## config.mk

```make
export PLATFORM = sky130hd
export DESIGN_NAME = control_sequencer_flat
export DESIGN_NICKNAME = d
export VERILOG_FILES = /design/src/rtl/control_sequencer_if.sv /design/src/rtl/control_sequencer.sv /design/src/flat_wrapper.sv
export SDC_FILE = /design/constraint.sdc
export NUM_CORES = 1
export LEC_CHECK = 0
export ABC_AREA = 1
export CAP_MARGIN = 25
export CORE_MARGIN = 8
export CORE_UTILIZATION = 32
export CTS_CLUSTER_SIZE = 14
export DETAILED_ROUTE_END_ITERATION = 12
export GPL_TIMING_DRIVEN = 0
export HOLD_SLACK_MARGIN = 0.05
export SLEW_MARGIN = 20
export SYNTH_ARGS = -nofsm -noshare
export SYNTH_HDL_FRONTEND = slang
export SYNTH_SLANG_ARGS = --single-unit
export TNS_END_PERCENT = 5
```

## constraint.sdc

```tcl
create_clock -name clk -period 1.8 [get_ports clk]
set_input_delay 0.36 -clock clk [delete_from_list [all_inputs] [get_ports clk]]
set_output_delay 0.36 -clock clk [all_outputs]
set_load 0.1 [all_outputs]
```

## src/rtl/control_sequencer_if.sv

```systemverilog
// Bundles the control sequencer's memory, control and timing signals.
// The master side is the control logic, which drives the memory word and
// the sc_clr/halt/start controls. The slave side is the sequencer, which
// returns the timing, instruction-register and status outputs.
interface control_sequencer_if;
  logic [15:0] mem_data;
  logic        sc_clr;
  logic        halt;
  logic        start;
  logic [15:0] t;
  logic [3:0]  sc;
  logic [15:0] ir;
  logic [2:0]  instruction;
  logic        i_bit;
  logic        running;
  logic [15:0] instr_count;

  modport master (
    output mem_data, sc_clr, halt, start,
    input  t, sc, ir, instruction, i_bit, running, instr_count
  );

  modport slave (
    input  mem_data, sc_clr, halt, start,
    output t, sc, ir, instruction, i_bit, running, instr_count
  );
endinterface

```

## src/rtl/control_sequencer.sv

```systemverilog
// Timing and fetch sequencer for the basic computer's control unit.
// Owns the sequence counter (SC), the instruction register (IR), the
// run/halt flip-flop and a completed-instruction counter. It decodes SC
// into the one-hot timing signals T0..T15 and exposes the IR fields that
// the opcode decoder consumes.
module control_sequencer (
  input  logic                clk,
  input  logic                reset,
  control_sequencer_if.slave  bus
);

  localparam logic [0:0] ST_RUN    = 1'b0;
  localparam logic [0:0] ST_HALTED = 1'b1;

  logic [0:0]  state;
  logic [3:0]  sc_q;
  logic [15:0] ir_q;
  logic [15:0] count_q;
  logic [15:0] t_dec;

  // Run/halt flip-flop, sequence counter and completed-instruction counter.
  // NOTE: sequential state uses non-blocking assignments so every register
  // samples the values from before the edge, whatever the statement order.
  // NOTE: every register here is an ordinary flop, not a memory array, so
  // all of them take the asynchronous reset.
  always_ff @(posedge clk or posedge reset) begin
    if (reset) begin
      state   <= ST_RUN;
      sc_q    <= 4'd0;
      count_q <= 16'd0;
    end else if (state == ST_RUN) begin
      if (bus.halt) begin
        // HLT completes the current instruction and parks SC at 0.
        state   <= ST_HALTED;
        sc_q    <= 4'd0;
        count_q <= count_q + 16'd1;
      end else if (bus.sc_clr) begin
        sc_q    <= 4'd0;
        count_q <= count_q + 16'd1;
      end else begin
        // Natural 15 -> 0 wrap is not an instruction completion.
        sc_q <= sc_q + 4'd1;
      end
    end else if (bus.start) begin
      // Resume from T0. SC was already cleared on entry to HALTED.
      state <= ST_RUN;
    end
  end

  // Instruction register: loaded from memory on the edge that ends T1.
  // The load also happens when halt or sc_clr arrive on that same edge.
  always_ff @(posedge clk or posedge reset) begin
    if (reset) begin
      ir_q <= 16'h0000;
    end else if (state == ST_RUN && sc_q == 4'd1) begin
      ir_q <= bus.mem_data;
    end
  end

  // One-hot timing decode. All timing signals are off while halted.
  // NOTE: assigning t_dec a default first keeps this block purely
  // combinational; an unassigned path would infer a latch.
  always_comb begin
    t_dec = 16'h0000;
    if (state == ST_RUN) begin
      t_dec = 16'h0001 << sc_q;
    end
  end

  assign bus.t           = t_dec;
  assign bus.sc          = sc_q;
  assign bus.ir          = ir_q;
  assign bus.instruction = ir_q[14:12];
  assign bus.i_bit       = ir_q[15];
  assign bus.running     = (state == ST_RUN);
  assign bus.instr_count = count_q;

endmodule
```

## src/flat_wrapper.sv

```systemverilog
// flat-port wrapper written by rule: the top's interface ports become plain ports
module control_sequencer_flat 
  (clk, reset, bus_mem_data, bus_sc_clr, bus_halt, bus_start, bus_t, bus_sc, bus_ir, bus_instruction, bus_i_bit, bus_running, bus_instr_count);
  control_sequencer_if bus_i ();
  input  logic clk;
  input  logic reset;
  input wire logic [$bits(bus_i.mem_data)-1:0] bus_mem_data;
  input wire logic [$bits(bus_i.sc_clr)-1:0] bus_sc_clr;
  input wire logic [$bits(bus_i.halt)-1:0] bus_halt;
  input wire logic [$bits(bus_i.start)-1:0] bus_start;
  output wire logic [$bits(bus_i.t)-1:0] bus_t;
  output wire logic [$bits(bus_i.sc)-1:0] bus_sc;
  output wire logic [$bits(bus_i.ir)-1:0] bus_ir;
  output wire logic [$bits(bus_i.instruction)-1:0] bus_instruction;
  output wire logic [$bits(bus_i.i_bit)-1:0] bus_i_bit;
  output wire logic [$bits(bus_i.running)-1:0] bus_running;
  output wire logic [$bits(bus_i.instr_count)-1:0] bus_instr_count;
  assign bus_i.mem_data = bus_mem_data;
  assign bus_i.sc_clr = bus_sc_clr;
  assign bus_i.halt = bus_halt;
  assign bus_i.start = bus_start;
  assign bus_t = bus_i.t;
  assign bus_sc = bus_i.sc;
  assign bus_ir = bus_i.ir;
  assign bus_instruction = bus_i.instruction;
  assign bus_i_bit = bus_i.i_bit;
  assign bus_running = bus_i.running;
  assign bus_instr_count = bus_i.instr_count;
  control_sequencer u_core (.clk(clk), .reset(reset), .bus(bus_i));
endmodule
```

; After elaboration in Yosys (flattened, before gate mapping)
; Cells that the tools add are included.
[word_totals]
out_inout_bits = 57
reg_bits = 37
inputBits = 21
wordCells = 20
[classes]
reduce_logical = 3
shifts = 1
addsub = 2
n_bitwise = 1
n_eq_ne = 1
muxes = 8
[ops]
columns = op, count
row1 = two-way mux 16 bit, 3
row2 = "adder 16 x 1 -> 16 bit, second input constant", 1
row3 = "<< shifter 1 x 4 -> 16 bit, first input constant", 1
row4 = two-way mux 4 bit, 2
row5 = "adder 4 x 1 -> 4 bit, second input constant", 1
row6 = "equality test 4 x 1 -> 1 bit, second input constant", 1
row7 = two-way mux 1 bit, 3
row8 = AND reduction 2 bit, 1
row9 = nonzero test 2 bit, 1
row10 = logical AND 1 bit, 1
row11 = inverter 1 bit, 1

; Longest topological paths before layout
; Gate-level depths: netlist of run 1.
[depth]
depth_word = 3
depth_mapped = 7
ltp_nobuf = 7

; Least setup slack after synthesis of run 1
; OpenSTA, ideal clock, no wires.
[synth_path]
path_kind = register to output
start = reg u_core.sc_q[1] (netlist: u_core.bus.sc[1])
end = out bus_t[15]
path_slack_ns = -1.269
path_stages_with_launch = 5
path_buffers = 0
arrival_ns = 2.709
required_time_ns = 1.440
path_cell_list = dfrtp_1 -> ha_1 -> ha_1 -> inv_1 -> nor2_1
[synth_between]
elab_chain_cells = 2
[synth_rtl]
columns = item, line_no
row1 = from (decl), control_sequencer.sv:16  ; logic [3:0] sc_q;
row2 = from (signal assigned), control_sequencer.sv:42  ; sc_q <= sc_q + 4'd1;
row3 = << shifter 1 x 4 -> 16 bit, control_sequencer.sv:66  ; t_dec = 16'h0001 << sc_q;
row4 = two-way mux 16 bit, control_sequencer.sv:65  ; if (state == ST_RUN) begin
row5 = to (decl), flat_wrapper.sv:11  ; output wire logic [$bits(bus_i.t)-1:0] bus_t;
; No other way between the ends.

; Final worst setup path of run 1
; Ends and elaborated chain as after synthesis.

==> impl_metrics.toml, run 1 <==
[outcome]
outcome = "finished with violations"
violations = "setup timing"

[setup_path]
critPathLaunchType = "flop"
startpoint = "u_core.bus.sc[1]"
endpoint_kind = "output port"
crit_type = "flop to output port"
r2r_slack_ps = 300
worstPathArrival_ps = 1510
r2r_start = "u_core.state"
required_ps = 1440
crit_path_max_fanout = 5

[global_routing]
grt_pass1_wl_um = 8542
grt_max_degree = 20
grt.overflow.total = 0
grt_usage_pct = 12.32
first_global_vias = 1754
grt_antenna_before_repair = 0

[route]
met3_length_um = 371
routed.top_layer = "met4"
ant_nets = 0
vias = 1791
wire_per_inst_um = 13.01
finalWirelength_um = 5283
first_iter_violations = 39
route.detailed.drc = 0
routed_via_density = 4.411
first_pass_iters = 4
wl_met1_um = 2365
wl_met2_um = 2480

[clock_tree]
clockRootBuffer = "clkbuf_8"
cts_buffers = 5
tritoncts = "built"
clk_latency_ps = 280
htreeDepth = 2
clock-sinks = 37
clkTransAtPathRegs_ps = 70
cts_buffer_depth = 2

[placement]
dp_hpwl_um = 3985
place_inst = 389
place_congestion = 0.7734
dpl_worst_slack_ps = -960.4
place_area_um2 = 2919
portBuffers = 77

[yosys]
synthArstFlopShare_pct = 100.0
avgSynthCellArea_um2 = 8.048
synth_area_leaders = "dfrtp_1 49%, nand2_1 18%, nor2_1 5.5%"
syn-cell-area_um2 = 1899
synth_cells = 236
yosysSeqAreaShare_pct = 48.75
synth_cell_type_count = 25
ys_ff_latch = 37
synth_top_area_share_pct = 48.75
synth_edf_count = 0
synthFlopType = "dfrtp_1"
synth_warnings = 0
yosysTopAreaCell = "dfrtp_1"
syn-num-nets = 264

[timing]
holdWs_ps = 403.9
hold_violations = 0
period_minus_slack_ps = 1872
min_period_over_period_pct = 104.0
drv_slew = 0
rsz0062_at_grt = "yes"
setup_viol = 14
clock-skew-final_ps = 4.866
clock.fmax_mhz = 534.3
worst_pin_slew_ps = 572.3
final.setup.worst_slack_ps = -71.70
relSlewSlack_pct = 62.03

[floorplan]
ios = 78
die-area_um2 = 8656
core_um2 = 5816
placementRows = 28
die_width_um = 93.04
initial_core_util_pct = 32.66
dieHeight_um = 93.04

[cells_and_area]
drive_above_1_share_pct = 38.97
layout.nets = 358
fin_cells = 406
antenna_cells = 0
final_area_um2 = 3337
nFillCells = 524
area_delta_synth_final_pct = 75.69

[pwr]
p_leak_nw = 1.492
power_density_nw_per_um2 = 1761
finalPower_mw = 5.877
vdd_ir_drop_max_mv = 1.636

[run]
maxCapViolations = 0

[worst_hold_path]
hp-class = "input port to async pin"
-- cell usage in the layout, fill, tap and decap left out, types with 4 or more instances in the layout --
| cell type | synthesis | layout |
|---|---|---|
| clkbuf_8 | 0 | 5 |
| nand3_1 | 7 | 7 |
| xnor2_1 | 5 | 5 |
| o21ai_0 | 4 | 4 |
| inv_2 | 1 | 4 |
| nor2_2 | 5 | 4 |
| nor2_1 | 28 | 13 |
| inv_1 | 24 | 17 |
| buf_12 | 0 | 17 |
| buf_4 | 5 | 18 |
| nand2_1 | 90 | 84 |
| clkdlybuf4s15_2 | 0 | 36 |
| nor2_4 | 1 | 17 |
| dfrtp_1 | 37 | 32 |
| nand4_1 | 4 | 4 |
| nand2_2 | 1 | 5 |
| clkdlybuf4s50_1 | 0 | 20 |
-- state kept, by name, indices dropped and copies added (netlist names) --
register / flops
u_core.bus.instr_count: 16
u_core.bus.ir: 16
u_core.bus.sc: 4
u_core.state: 1
-- synth_stat cells, types with 3 or more instances --
cell type,number
xor2_1,3
dfrtp_1,37
nor2_2,5
xnor2_1,5
inv_1,24
a21oi_1,3
nand3b_1,3
buf_4,5
nand3_1,7
nor2_1,28
ha_1,7
nand2_1,90
o21ai_0,4
nand4_1,4
-- cell type report --
cell class                 count  area [um^2]  area share, %
timing repair buffer          88         1076          32.25
buffer                         5        37.54          1.125
tap                           75        93.84          2.812
multi-input combinational    167        993.5          29.77
inverter                      26        116.4          3.487
clock buffer                   6        72.57          2.175
clock inverter                 2        10.01         0.3000
sequential                    37        937.1          28.08
-- power breakdown --
| group | leakage, nW | switching [mW] | internal [mW] |
|---|---|---|---|
| clock | 0.0450 | 0.281 | 0.268 |
| sequential | 0.458 | 0.233 | 1.11 |
| combinational | 0.989 | 3.06 | 0.924 |
| total | 1.49 | 3.58 | 2.30 |
-- timing repair --
action / CTS / global route
hold buffers: 0 / 0
resized for setup: 277 / 15
pin swaps: 2 / 10
cloned: 0 / 0
buffers inserted: 4 / 6
endpoints found under the setup margin: 57 / 17
-- logic make-up (layout without fill, tap and decap cells) --
group                      after synthesis  in the layout  share of synthesized area [%]
adders and majority gates                7              7                          4.611
xor gates and xnor gates                 8              8                          3.689
buffers and inverters                   32            127                          8.037
DFF                                     37             37                          48.75
AOI/OAI and AO/OA                       10             10                          2.898
and+or+nand+nor                        142            142                          32.02
-- per-layer routing --
metal  vias up  global-route usage (%)
met4         0                   3.758
li1        913                       -
met3         7                   4.968
met2        52                   20.00
met1       819                   14.57
met5         -                       0
-- worst paths after layout --
| kind | end | depth (start not counted) |
|---|---|---|
| hold reg to reg | u_core.bus.ir[6] | 2 |
| max in group asynchronous | u_core.bus.instr_count[6] | 3 |
| min in group clk | u_core.bus.ir[6] | 2 |
| setup / recovery | bus_t[15] | 5 |
| setup reg to reg | u_core.bus.ir[13] | 8 |
| hold / removal | u_core.bus.ir[11] | 2 |
-- metrics by stage --
stage | utilization [%] | setup TNS, ps
final | 57.38 | -617.8
after global routing | 57.38 | -1571
after CTS | 56.15 | -1510
after detailed placement | 50.19 | -16730
after global placement | 49.72 | -28660
after floorplan | - | -3378
-- worst max-delay path, stage by stage, from the launching register on --
cell     delay, ps
dfrtp_4        520
ha_2           200
ha_1           190
inv_2          100
nor2_4          40
buf_12         160
Power figures use the tool's default switching activity.
==> run 2: changes to the inputs <==
CORE_UTILIZATION = 40   (was 32)
PLACE_DENSITY = 0.75   (was unset)
clock period = 2.4 ns   (was 1.8 ns; I/O delays follow)
==> impl_metrics.toml, run 2 (same netlist as run 1, synthesis figures left out) <==
[setup_path]
crit_path_max_fanout = 5
r2r_slack_ps = 1000
slowest_delay_ps = 1170
slowest_stage = "clkdlybuf4s50_1"
cp_cell_sequence = "clkdlybuf4s50_1"
endpoint_kind = "output port"
cp_num_buf_inv = 1
required_ps = 1920
crit_type = "flop to output port"
critPathTopFamily = "buffers and inverters"
critPathLaunchType = "flop"
worstPathArrival_ps = 1880

[cells_and_area]
area_delta_synth_final_pct = 53.75
multi_input_area_um2 = 925.9
final_util_pct = 62.66
seqCellArea_um2 = 927.1
antenna_cells = 0
nFillCells = 421
layout_common_cells = "89 x nand2_1, 47 x clkdlybuf4s50_1, 36 x dfrtp_1"
drive_above_1_share_pct = 19.88
layout.nets = 349
mostFrequentLayoutCell = "nand2_1"

[timing]
rsz0062_at_grt = "no"
drv_slew = 0
hold_violations = 0
setup_viol = 0
fin_tns_setup_ps = 0
clock.fmax_mhz = 424.5
worst_pin_slew_ps = 999.2
min_period_over_period_pct = 98.15
period_minus_slack_ps = 2356
relSlewSlack_pct = 33.28
clock-skew-final_ps = 2.813
holdWs_ps = 404.9

[placement]
dp_hpwl_um = 3871
place_congestion = 0.7914
portBuffers = 77

[global_routing]
grt_usage_pct = 13.96
grtUsageMet2_pct = 23.41
grt.overflow.total = 0
first_global_vias = 1776
grt_antenna_before_repair = 0
grt_max_degree = 34
top_usage_layer = "met2"
grt_use_met1_pct = 16.99
grt_pass1_wl_um = 8280
use_met3_pct = 4.247

[route]
vias = 1751
finalWirelength_um = 4946
first_iter_violations = 41
route.detailed.drc = 0
routed_via_density = 4.657
ant_nets = 0
first_pass_iters = 4
wire_per_inst_um = 13.15

[clock_tree]
clock-sinks = 37
clkTransAtPathRegs_ps = 70
cts_setup_buffers = 0
tritoncts = "built"
ctsHoldBuffers = 0
htreeDepth = 2
ctsResizeCount = 73
cts_buffers = 5
cts_buffer_depth = 2
clockRootBuffer = "clkbuf_8"
clk_latency_ps = 280

[floorplan]
die-area_um2 = 7209
placementRows = 25
dieHeight_um = 84.91
ios = 78
initial_core_util_pct = 40.75
core_um2 = 4661
die_width_um = 84.91

[outcome]
outcome = "completed"

[worst_hold_path]
hp-class = "input port to async pin"

[run]
maxCapViolations = 0
## run 2: cell count changes in the layout (fill, tap and decap cells not counted), moves of 5 or more
cell             before  now
clkdlybuf4s15_2      36    0
clkdlybuf4s50_1      20   47
buf_12               17    1
buf_2                 1   11
buf_4                18   10
dlymetal6s2s_1        0    8
inv_1                17   23
nand2_1              84   89
## run 2: per-layer routing
layer | part of all wire (%) | up-vias
met1 | 49 | 800
met3 | 4.9 | 6
met4 | 1.1 | 0
li1 | - | 892
met2 | 45 | 53
met5 | 0 | -
## run 2: area by class of cell
| type | count | share of cell area, % |
|---|---|---|
| flip-flops and latches | 37 | 31.75 |
| multi-input cells | 167 | 31.71 |
| repair buffers | 78 | 25.02 |
| inverters | 26 | 3.428 |
| clock buffers | 7 | 2.956 |
| well taps | 54 | 2.314 |
| plain buffers | 6 | 1.799 |
| clock inverters | 1 | 1.028 |
## run 2: per-stage QoR
| stage | cell area [um^2] | setup slack [ps] | std cells |
|---|---|---|---|
| floorplan | 2003 | -244.1 | 236 |
| CTS | 2940 | 6.274 | 376 |
| global route | 2920 | 0.1608 | 376 |
| detailed placement | 2861 | -481.0 | 368 |
| finish | 2920 | 44.36 | 376 |
| global placement | 2841 | -466.9 | 367 |
## run 2: path summary, 6_finish.rpt
kind,from,end,depth (start not counted)
setup / recovery,u_core.bus.sc[1],bus_sc[1],1
hold / removal,reset,u_core.bus.ir[10],2
setup reg to reg,u_core.bus.sc[1],u_core.bus.ir[7],7
hold reg to reg,u_core.bus.ir[6],u_core.bus.ir[6],2
min in group clk,u_core.bus.ir[6],u_core.bus.ir[6],2
max in group asynchronous,reset,u_core.bus.sc[3],3
Power of run 2 is not shown: default switching activity piles up to over one toggle a cycle in this logic, so the estimate is an artifact.
==> run 3: changes to the inputs <==
CORE_ASPECT_RATIO = 1.5   (was unset)
==> impl_metrics.toml, run 3 (same netlist as run 1, synthesis figures left out) <==
[outcome]
outcome = "completed"

[setup_path]
crit_path_max_fanout = 5
critPathLaunchType = "flop"
cp_num_buf_inv = 1
critPathTopFamily = "buffers and inverters"
crit_type = "flop to output port"
required_ps = 1920
slowest_delay_ps = 1170
cp_cell_sequence = "clkdlybuf4s50_1"
worstPathArrival_ps = 1880
endpoint_kind = "output port"
slowest_stage = "clkdlybuf4s50_1"

[global_routing]
grt_pass1_wl_um = 8556
grt_usage_pct = 14.82
grt_max_degree = 24
grt_antenna_before_repair = 0
grt.overflow.total = 0
first_global_vias = 1805

[placement]
dp_hpwl_um = 4110
place_congestion = 0.8160
portBuffers = 77
dpl_worst_slack_ps = -481.3

[route]
ant_nets = 0
wl_met2_um = 2942
vias = 1772
routed_via_density = 4.591
finalWirelength_um = 5187
wl_met1_um = 1885
met3_length_um = 306
routed.top_layer = "met4"
first_pass_iters = 4
wire_per_inst_um = 13.44
first_iter_violations = 64
route.detailed.drc = 0

[cells_and_area]
area_delta_synth_final_pct = 54.74
antenna_cells = 0
layout_common_cells = "89 x nand2_1, 47 x clkdlybuf4s50_1, 36 x dfrtp_1"
drive_above_1_share_pct = 20.19
mostFrequentLayoutCell = "nand2_1"
layout.nets = 349

[timing]
relSlewSlack_pct = 32.11
hold_violations = 0
period_minus_slack_ps = 2356
clock.fmax_mhz = 424.4
drv_slew = 0
clock-skew-final_ps = 5.150
final.setup.worst_slack_ps = 43.89
min_period_over_period_pct = 98.17
setup_viol = 0
rsz0062_at_grt = "no"
worst_pin_slew_ps = 1015

[run]
maxCapViolations = 0

[clock_tree]
tritoncts = "built"
clk_latency_ps = 290
clkTransAtPathRegs_ps = 80
clockRootBuffer = "clkbuf_8"
cts_buffers = 5
clock-sinks = 37
ctsHoldBuffers = 0
cts_buffer_depth = 2
htreeDepth = 2

[floorplan]
die-area_um2 = 7255
ios = 78
initial_core_util_pct = 41.82
core_um2 = 4542
die_width_um = 72.27
placementRows = 30
dieHeight_um = 100.4

[worst_hold_path]
hp-class = "input port to async pin"
run 3: layout make-up:
cell class / instances / area (um^2)
timing repair buffer: 78 / 738.2
buffer: 6 / 52.55
clock buffer: 5 / 68.82
multi-input combinational: 167 / 925.9
tap: 64 / 80.08
fill: 401 / 1603
sequential: 37 / 927.1
clock inverter: 3 / 46.29
inverter: 26 / 100.1
run 3: what timing repair did:
item | in CTS | in global routing
cloned | 0 | 0
resized for setup | 74 | 27
setup endpoints to repair | 20 | 21
buffers inserted | 0 | 0
run 3: final timing paths:
kind,start,to,slack (ps),depth (start not counted)
min reg2reg,u_core.bus.ir[6],u_core.bus.ir[6],480,2
max,u_core.bus.sc[1],bus_sc[1],40,1
min in group clk,u_core.bus.ir[6],u_core.bus.ir[6],480,2
min,reset,u_core.bus.ir[5],480,2
max in group asynchronous,reset,u_core.bus.sc[3],1480,3
max reg2reg,u_core.bus.instr_count[1],u_core.bus.instr_count[14],960,6
run 3: per-stage QoR:
stage | instances | hold slack, ps | cell area [um^2] | utilization (%) | setup TNS (ps)
final | 386 | 480.3 | 2939 | 64.71 | 0
after global routing | 386 | 495.8 | 2939 | 64.71 | 0
after CTS | 386 | 483.2 | 2952 | 64.99 | -162.0
after detailed placement | 378 | 463.7 | 2882 | 63.44 | -6346
after global placement | 377 | 461.2 | 2854 | 62.84 | -6002
after floorplan | 236 | 570.7 | 2003 | - | -1502
run 3: routing by layer:
metal | vias to the layer above | track usage (%)
met5 | - | 0
li1 | 890 | -
met4 | 0 | 4.739
met2 | 49 | 27.63
met1 | 829 | 15.33
met3 | 4 | 3.892
Power of run 3 is left out for the same reason.
